--- config.mk ---
export PLATFORM = sky130hd
export DESIGN_NAME = guess_turn_ctrl
export DESIGN_NICKNAME = d
export VERILOG_FILES = /design/src/rtl/baseball_pkg.sv /design/src/rtl/guess_validator.sv /design/src/rtl/guess_turn_ctrl.sv
export SDC_FILE = /design/constraint.sdc
export NUM_CORES = 1
export LEC_CHECK = 0
export BUFFER_PORTS_ARGS = -buffer_cell sky130_fd_sc_hd__buf_2
export CAP_MARGIN = 15
export CORE_MARGIN = 2
export CORE_UTILIZATION = 53
export DETAILED_ROUTE_END_ITERATION = 8
export PLACE_DENSITY = 0.83
export RECOVER_POWER = 100
export SETUP_SLACK_MARGIN = 0.5
export SKIP_LAST_GASP = 1
export SYNTH_ARGS = -nofsm -noshare
export SYNTH_HDL_FRONTEND = slang
export SYNTH_HIERARCHICAL = 1
export SYNTH_SLANG_ARGS = --single-unit
--- constraint.sdc ---
create_clock -name clk -period 3.4 [get_ports clk]
set_clock_uncertainty 0.05 [all_clocks]
set_input_delay 0 -clock clk [delete_from_list [all_inputs] [get_ports clk]]
set_output_delay 0 -clock clk [all_outputs]
set_load 0.02 [all_outputs]
--- src/rtl/baseball_pkg.sv ---
// Shared types and constants for the number-baseball game blocks:
// controller state encoding, winner codes and the default guess geometry.
package baseball_pkg;

  typedef enum logic [2:0] {
    IDLE,
    WAIT_P,
    SEND,
    WAIT_RES,
    DONE
  } state_t;

  localparam logic [1:0] WIN_NONE = 2'b00;
  localparam logic [1:0] WIN_P1   = 2'b01;
  localparam logic [1:0] WIN_P2   = 2'b10;
  localparam logic [1:0] WIN_DRAW = 2'b11;

  localparam int DIGITS_DEF  = 3;
  localparam int DIGIT_W_DEF = 4;

endpackage

--- src/rtl/guess_validator.sv ---
// Combinational legality check of a guess: every digit must be BCD (0..9)
// and no two digits may be equal. Used by guess_turn_ctrl only when the
// GUESS_CHECK_EN build option is defined.
module guess_validator
  import baseball_pkg::*;
#(
  parameter int DIGITS  = DIGITS_DEF,
  parameter int DIGIT_W = DIGIT_W_DEF
) (
  input  logic [DIGITS*DIGIT_W-1:0] digits_in,
  output logic                      digits_ok
);

  // Clear digits_ok on any out-of-range digit or any repeated digit pair.
  always_comb begin
    digits_ok = 1'b1;
    for (int i = 0; i < DIGITS; i++) begin
      if (digits_in[i*DIGIT_W +: DIGIT_W] > DIGIT_W'(9)) digits_ok = 1'b0;
      for (int j = i + 1; j < DIGITS; j++) begin
        if (digits_in[i*DIGIT_W +: DIGIT_W] == digits_in[j*DIGIT_W +: DIGIT_W])
          digits_ok = 1'b0;
      end
    end
  end

endmodule

--- src/rtl/guess_turn_ctrl.sv ---
// Turn controller for the two-player guessing game. Accepts the release
// pulse of the player whose turn it is, latches that player's digits,
// offers the guess to the scorer over valid/ready, waits for the verdict,
// counts attempts and declares winner, draw or game over.
// Build option GUESS_CHECK_EN: reject (turn_err) guesses with non-BCD or
// repeated digits instead of forwarding them.
module guess_turn_ctrl
  import baseball_pkg::*;
#(
  parameter int DIGITS    = DIGITS_DEF,
  parameter int DIGIT_W   = DIGIT_W_DEF,
  parameter int MAX_TRIES = 7
) (
  input  logic                      clk,
  input  logic                      rst,
  input  logic                      guess_mode,
  input  logic                      released_p1,
  input  logic                      released_p2,
  input  logic [DIGITS*DIGIT_W-1:0] digits_in,
  output logic                      guess_valid,
  input  logic                      guess_ready,
  output logic                      guess_player,
  output logic [DIGITS*DIGIT_W-1:0] guess_data,
  input  logic                      result_valid,
  input  logic                      result_win,
  output logic                      turn,
  output logic [3:0]                tries_p1,
  output logic [3:0]                tries_p2,
  output logic                      turn_err,
  output logic [1:0]                winner,
  output logic                      game_over
);

  localparam logic [3:0] MAX_T = 4'(MAX_TRIES);

  state_t     state;
  logic       digits_ok;
  logic       turn_rel;
  logic       other_rel;
  logic [3:0] nxt_p1;
  logic [3:0] nxt_p2;

  // Attempt counters stop at 15 instead of wrapping.
  function automatic logic [3:0] sat_inc(input logic [3:0] v);
    return (v == 4'hF) ? v : v + 4'd1;
  endfunction

`ifdef GUESS_CHECK_EN
  guess_validator #(
    .DIGITS  (DIGITS),
    .DIGIT_W (DIGIT_W)
  ) u_validator (
    .digits_in (digits_in),
    .digits_ok (digits_ok)
  );
`else
  assign digits_ok = 1'b1;
`endif

  // Sort the release pulses into turn / non-turn player and precompute
  // the attempt counters as they will be after the pending verdict.
  always_comb begin
    turn_rel  = turn ? released_p2 : released_p1;
    other_rel = turn ? released_p1 : released_p2;
    nxt_p1    = (guess_player == 1'b0) ? sat_inc(tries_p1) : tries_p1;
    nxt_p2    = (guess_player == 1'b1) ? sat_inc(tries_p2) : tries_p2;
  end

  // Game FSM with all outputs registered; reset clears everything at once,
  // including a guess that is being offered to the scorer.
  always_ff @(posedge clk or posedge rst) begin
    if (rst) begin
      state        <= IDLE;
      guess_valid  <= 1'b0;
      guess_player <= 1'b0;
      guess_data   <= '0;
      turn         <= 1'b0;
      tries_p1     <= 4'd0;
      tries_p2     <= 4'd0;
      turn_err     <= 1'b0;
      winner       <= WIN_NONE;
      game_over    <= 1'b0;
    end else begin
      turn_err <= 1'b0;
      case (state)
        IDLE: begin
          if (guess_mode) state <= WAIT_P;
        end
        WAIT_P: begin
          // Leaving the guessing phase wins over any press in this cycle.
          if (!guess_mode) begin
            state <= IDLE;
          end else begin
            if (other_rel) turn_err <= 1'b1;
            if (turn_rel) begin
              if (digits_ok) begin
                guess_data   <= digits_in;
                guess_player <= turn;
                guess_valid  <= 1'b1;
                state        <= SEND;
              end else begin
                turn_err <= 1'b1;
              end
            end
          end
        end
        SEND: begin
          if (guess_ready) begin
            guess_valid <= 1'b0;
            state       <= WAIT_RES;
          end
        end
        WAIT_RES: begin
          if (result_valid) begin
            tries_p1 <= nxt_p1;
            tries_p2 <= nxt_p2;
            if (result_win) begin
              winner    <= guess_player ? WIN_P2 : WIN_P1;
              game_over <= 1'b1;
              state     <= DONE;
            end else if (nxt_p1 == MAX_T && nxt_p2 == MAX_T) begin
              winner    <= WIN_DRAW;
              game_over <= 1'b1;
              state     <= DONE;
            end else begin
              turn  <= ~turn;
              state <= WAIT_P;
            end
          end
        end
        DONE: begin
          state <= DONE;
        end
        default: begin
          state <= IDLE;
        end
      endcase
    end
  end

endmodule

==> impl_metrics.tcl, run 1 <==
set metrics [dict create \
    outcome "complete, no violations" \
    grt_pass1_vias 1305 \
    nets 220 \
    ant_nets 0 \
    min-delay-path-class "in2async" \
    final_common_cell "dfrtp_1" \
    utilization_pct 71.0 \
    relSlewSlack_pct 9.33 \
    ys_warn_count 6 \
    synthFlopType "dfrtp_1" \
    routed_wl_um 3640 \
    vias 1279 \
    core_area_um2 2690 \
    maxCapViolCount 0 \
    area_delta_synth_final_pct 30.1 \
    p_per_area_nw_per_um2 849 \
    rsz0062_at_grt "false" \
    drv_slew 0 \
    period_needed_ns 2.13 \
    die_x_um 56.6 \
    die-area_um2 3200 \
    stdcell_area_um2 1910 \
    drive_gt1_share_pct 20.6 \
    reg2reg_slack_ns 1.27 \
    worstMarginPinSlew_ns 1.36 \
    worst-setup-path-type "reg2reg" \
    netlist_area_um2 1470 \
    antenna_found_initial 0 \
    ir_drop_uv 675 \
    syn_inst 128 \
    cts_tree "built" \
    grt_pass1_wl_um 6120 \
    h-tree-depth 2 \
    clk_pin_slew_ns 0.11 \
    routed_via_density 5.56 \
    synth_seq_cells 30 \
    crit_fanout 14 \
    first_pass_iters 7 \
    clk_latency_ns 0.34 \
    hpwlAfterDp_um 2110 \
    dp_cells 201 \
    hold_violations 0 \
    io_buffer_count 46 \
    start_util_pct 54.5 \
    p_leak_uw 0.000867 \
    synth.avg_cell_area_um2 11.4 \
    stdcell_count 230 \
    grt_start_max_net_pins 31 \
    grtUsageTotal_pct 25.0 \
    setup_tns_ns 0 \
    fmax_ghz 0.470 \
    cts_root_buf "clkbuf_4" \
    ios 47 \
    num_rows 19 \
    clock_sinks 30 \
    placed_area_um2 1700 \
    grt_overflow 0 \
    drc 0 \
    most-common-layout-cells "30 x dfrtp_1, 29 x clkbuf_1, 20 x dlygate4sd3_1" \
    setup_violations 0 \
    synthDistinctLibCells 36 \
    end_kind "flip-flop" \
    required_ns 3.57 \
    cts_inserted_buffers 5 \
    die_h_um 56.6 \
    clockBufferDepth 2 \
    r2r_cells 4 \
    diodes 0 \
    drt_iter0_drc 55 \
    synth-edff-count 0 \
    wl_per_cell_um 15.8 \
    start_kind "flip-flop" \
    crit_arrival_ns 2.30 \
    yosysSeqAreaShare_pct 51.2 \
    place_congestion 0.707 \
    synth_nets 150 \
    synth-async-reset-ratio_pct 100 \
    fin_crit_sh_pct 62.6 \
    cts_setup_buffers 0 \
]
## report_power, final
group | total (uW) | switching (uW) | internal, uW
logic | 705 | 417 | 287
clock network | 235 | 135 | 100
registers | 679 | 167 | 512
total | 1620 | 719 | 899
## repair_timing
item | in CTS | in global routing
gates resized for setup | 0 | 0
endpoints found under the hold margin | 50 | 0
hold buffers | 20 | 0
## routing by layer
layer / share of wire [%] / GRT usage (%) / wire length (um) / vias to the layer above
met1: 41 / 31.9 / 1510 / 621
met3: 6.1 / 8.29 / 222 / 6
met5: 0 / 0 / 0 / -
li1: - / - / - / 602
met4: 1.0 / 6.12 / 38 / 0
met2: 51 / 41.2 / 1870 / 50
## kinds of logic after synthesis
kind of cell / share of synthesized area [%]
XOR/XNOR: 1.79
AO/OA/AOI/OAI: 10.2
buffers and inverters: 2.65
multiplexers: 15.3
AND/OR/NAND/NOR: 17.1
adder cells (fa/ha/maj): 1.71
flip-flops: 51.2
## area by class of cell
| cell class | instances | area [um2] |
|---|---|---|
| clock buffers | 7 | 55.1 |
| clock inverters | 1 | 5.00 |
| fillers | 215 | 779 |
| inverters | 2 | 7.51 |
| multi-input cells | 92 | 649 |
| flip-flops and latches | 30 | 751 |
| well taps | 31 | 38.8 |
| repair buffers | 67 | 400 |
## worst paths after layout
path / startpoint / endpoint
setup / recovery: turn / guess_data[11]
hold / removal: rst / guess_data[5]
setup reg to reg: turn / guess_data[11]
hold reg to reg: game_over / game_over
max in group asynchronous: rst / tries_p1[1]
min in group clk: guess_mode / guess_player
## synth_stat cells, types with 3 or more instances
cell	n	area, um2
nand3_1	3	15.0
nand2b_1	4	25.0
o21ai_0	4	20.0
nor2_1	8	30.0
a21oi_1	8	40.0
mux2_2	15	169
mux2i_1	4	40.0
nand2_1	16	60.1
dfrtp_1	30	751
## sequential cells by signal (all words and copies together), names as in the netlist
name	cells
guess_data	12
turn	1
turn_err	1
guess_valid	1
guess_player	1
state	3
winner	2
tries_p1	4
game_over	1
tries_p2	4
## metrics by stage
stage	hold WS, ns	total power (uW)	setup WS (ns)
detailed placement	0.189	1400	1.28
global route	0.0346	1730	1.11
finish	0.0401	1620	1.27
floorplan	0.0408	1190	1.53
global placement	0.181	1370	1.41
CTS	0.0937	1660	1.31
## worst max-delay path, cell delays in order (launching register included)
cell	delay [ns]
dfrtp_1	0.45
nor2b_1	0.18
a21oi_1	0.10
nor3_2	0.81
mux2_2	0.42
No activity file was read; power rests on OpenSTA's default activity.
==> run 2: changes to the inputs <==
--- a/config.mk
+++ b/config.mk
@@ -5,12 +5,13 @@
 export SDC_FILE = /design/constraint.sdc
 export NUM_CORES = 1
 export LEC_CHECK = 0
+export ABC_AREA = 1
 export BUFFER_PORTS_ARGS = -buffer_cell sky130_fd_sc_hd__buf_2
 export CAP_MARGIN = 15
 export CORE_MARGIN = 2
-export CORE_UTILIZATION = 53
+export CORE_UTILIZATION = 45
 export DETAILED_ROUTE_END_ITERATION = 8
-export PLACE_DENSITY = 0.83
+export PLACE_DENSITY = 0.74
 export RECOVER_POWER = 100
 export SETUP_SLACK_MARGIN = 0.5
 export SKIP_LAST_GASP = 1
==> constraint.sdc (replaced) <==
create_clock -name clk -period 1.8 [get_ports clk]
set_clock_uncertainty 0.05 [all_clocks]
set_input_delay 0 -clock clk [delete_from_list [all_inputs] [get_ports clk]]
set_output_delay 0 -clock clk [all_outputs]
set_load 0.02 [all_outputs]
==> run 2 against run 1 <==
Net effect:
- utilization fell by 3.4 points
- via count increased by 14%
- global-route usage fell by 4.2 points
- worst hold slack improved by 0.048 ns
- first-iteration DRC count shrank 49%
- sequential share of layout area shrank 5.5 points
- area after synthesis is 4.9% higher
- clock power is 81% higher
- largest cell class is now multi-input combinational cells
- largest power group unchanged
==> impl_metrics.tcl, run 2 <==
set metrics [dict create \
    nets 282 \
    swShare_pct 45.6 \
    ir_drop_uv 857 \
    drv_slew 0 \
    worst-setup-path-type "reg2reg" \
    crit_top_cell "nand2_1" \
    synth_compound_area_share_pct 6.51 \
    synth_top_family_by_area "simple AND/OR/NAND/NOR gates" \
    cts_tree "built" \
    crit_fanout 5 \
    r2r_cells 12 \
    power.internal_uw 1940 \
    ios 47 \
    regMostFlops "guess_data" \
    stdcell_count 307 \
    first_pass_iters 4 \
    largest_reg_flops 12 \
    outcome "complete, no violations" \
    clk_latency_ns 0.34 \
    synth-adder-area-share_pct 1.63 \
    ys_top_cells_by_count "54 x nand2_1, 30 x dfrtp_1, 16 x inv_1" \
    comb_power_share_pct 53.9 \
    grtUsageTotal_pct 20.9 \
    die_x_um 62.4 \
    synthDistinctLibCells 28 \
    die_h_um 62.4 \
    period_needed_ns 1.62 \
    setup_violations 0 \
    hold_depth 4 \
    core_area_um2 3310 \
    start_util_pct 46.4 \
    clk_pin_slew_ns 0.10 \
    worstMarginPinSlew_ns 0.736 \
    num_rows 21 \
    final_common_cell "nand2_1" \
    required_ns 1.99 \
    grt_start_max_net_pins 31 \
    hold_violations 0 \
    setup_tns_ns 0 \
    rsz0062_at_grt "true" \
    wl_per_cell_um 12.4 \
    h-tree-depth 2 \
    clock_power_share_pct 11.9 \
    synth_area_leaders "dfrtp_1 49%, nand2_1 13%, mux2_4 7.8%" \
    cts_inserted_buffers 5 \
    power_frac_seq_pct 34.2 \
    die-area_um2 3900 \
    vias 1454 \
    syn_inst 172 \
    switchingPower_uw 1630 \
    largest_registers "guess_data x12, tries_p1 x4, tries_p2 x4" \
    synthXorXnorAreaFrac_pct 1.14 \
    grt_pass1_vias 1506 \
    clockBufferDepth 2 \
    area_delta_synth_final_pct 45.6 \
    relSlewSlack_pct 50.9 \
    grt_pass1_wl_um 6400 \
    routed_wl_um 3820 \
    drive_gt1_share_pct 33.3 \
    crit_cells 12 \
    routed_via_density 4.74 \
    io_buffer_count 46 \
    synth_nets 194 \
    min-delay-path-class "in2reg" \
    crit_arrival_ns 1.81 \
    cts_root_buf "clkbuf_4" \
    most-common-layout-cells "47 x nand2_1, 29 x clkbuf_1, 25 x dfrtp_1" \
    start_kind "flip-flop" \
    maxCapViolCount 0 \
    synthFlopType "dfrtp_1" \
    fmax_ghz 0.616 \
    synth.mux.area_fraction_pct 10.7 \
    yosysSeqAreaShare_pct 48.9 \
    ys_warn_count 6 \
    p_leak_uw 0.00109 \
    dp_cells 264 \
    synth.most_common_cell "nand2_1" \
    crit_chain "ha_4 -> nand3_1 -> nand2_1 -> nand2_1 -> nand2_1 -> nand2_1 -> nor2_2 -> nand2_2 -> nand2_4 -> nand2_4 -> nand2_2 -> o21ai_2" \
    synth_seq_cells 30 \
    slowest_delay_ns 0.40 \
    grt_overflow 0 \
    synth_top_area_share_pct 48.9 \
    diodes 0 \
    antenna_found_initial 0 \
    yosys.area.top_type "dfrtp_1" \
    synth-async-reset-ratio_pct 100 \
    synthSimpleGateAreaFrac_pct 25.2 \
    p_per_area_nw_per_um2 1590 \
    drt_iter0_drc 28 \
    hpwlAfterDp_um 2370 \
    drc 0 \
    crit_slowest_cell "dfrtp_2" \
    place_congestion 0.788 \
    clock_sinks 30 \
    synth-edff-count 0 \
    crit_family "simple AND/OR/NAND/NOR gates" \
    netlist_area_um2 1540 \
    ant_nets 0 \
    fin_crit_sh_pct 90.2 \
    end_kind "flip-flop" \
    synth.avg_cell_area_um2 8.93 \
    cp.buffers_inverters 0 \
]
==> run 2: cell types whose count changed after synthesis, moves of 4 or more <==
cell      change
inv_1        +14
inv_2         +4
mux2_2       -11
mux2_4        +7
mux2i_1       -4
nand2_1      +38
nand2_2       +4
nand2b_1      -4
nand3_1       +4
==> run 2: path summary, 6_finish.rpt <==
| path | from | to | slack, ns |
|---|---|---|---|
| worst max-delay path | tries_p1[0] | winner[1] | 0.18 |
| worst min-delay path | guess_mode | turn_err | 0.09 |
| worst max register to register | tries_p1[0] | winner[1] | 0.18 |
| worst min register to register | guess_valid | guess_valid | 0.44 |
| max in group asynchronous | rst | tries_p1[0] | 0.82 |
| min in group asynchronous | rst | guess_player | 0.37 |
==> run 2: stage by stage <==
step                      utilization, %  worst slack [ns]  hold WS [ns]  area [um2]  total power (uW)
after global placement              56.3             0.147        0.0436        1870              2880
after floorplan                        -             0.199        0.0405        1580              2450
after global routing                67.6            0.0587        0.0948        2240              3860
final                               67.6             0.176        0.0877        2240              3570
after CTS                           69.4             0.208        0.0199        2300              3670
after detailed placement            56.3             0.127        0.0445        1870              2900
==> run 2: kinds of logic after synthesis <==
group / after synthesis
buffers and inverters: 22
adders and majority gates: 2
xor gates and xnor gates: 2
AOI/OAI and AO/OA: 17
muxes: 12
and+or+nand+nor: 87
DFF: 30
==> run 2: cell type report <==
type | count | area, um2
clock buffer | 7 | 55.1
clock inverter | 1 | 5.00
fill | 302 | 1070
inverter | 20 | 85.1
multi-input combinational | 121 | 767
sequential | 30 | 757
tap | 46 | 57.6
timing repair buffer | 82 | 510
==> run 2: timing repair <==
item	CTS	global route
buffers inserted	13	3
resized for setup	23	10
endpoints found under the setup margin	28	29
endpoints found under the hold margin	49	0
gates cloned	1	0
hold buffers	18	0
pin swaps	9	2
==> run 2: worst reg2reg max path: cells and delay by family, from the launching register on <==
family,cells,cell delay (ns)
adder cells (fa/ha/maj),1,0.15
flip-flops,1,0.40
AO/OA/AOI/OAI,1,0.05
AND/OR/NAND/NOR,10,0.88
==> run 2: metal layers <==
metal	wire, um	up-vias	track usage [%]	part of all wire [%]
met1	1560	682	23.7	41
met4	38	0	5.56	0.99
met5	0	-	0	0
li1	-	725	-	-
met3	221	5	7.39	5.8
met2	2000	42	37.1	52
==> run 2: power by group through the flow <==
stage / sequential, uW / clock (uW) / combinational, uW
after global placement: 1250 / 0 / 1630
after detailed placement: 1250 / 0 / 1650
final: 1220 / 426 / 1920
after global routing: 1260 / 479 / 2120
after floorplan: 1550 / 0 / 900
after CTS: 1210 / 437 / 2020
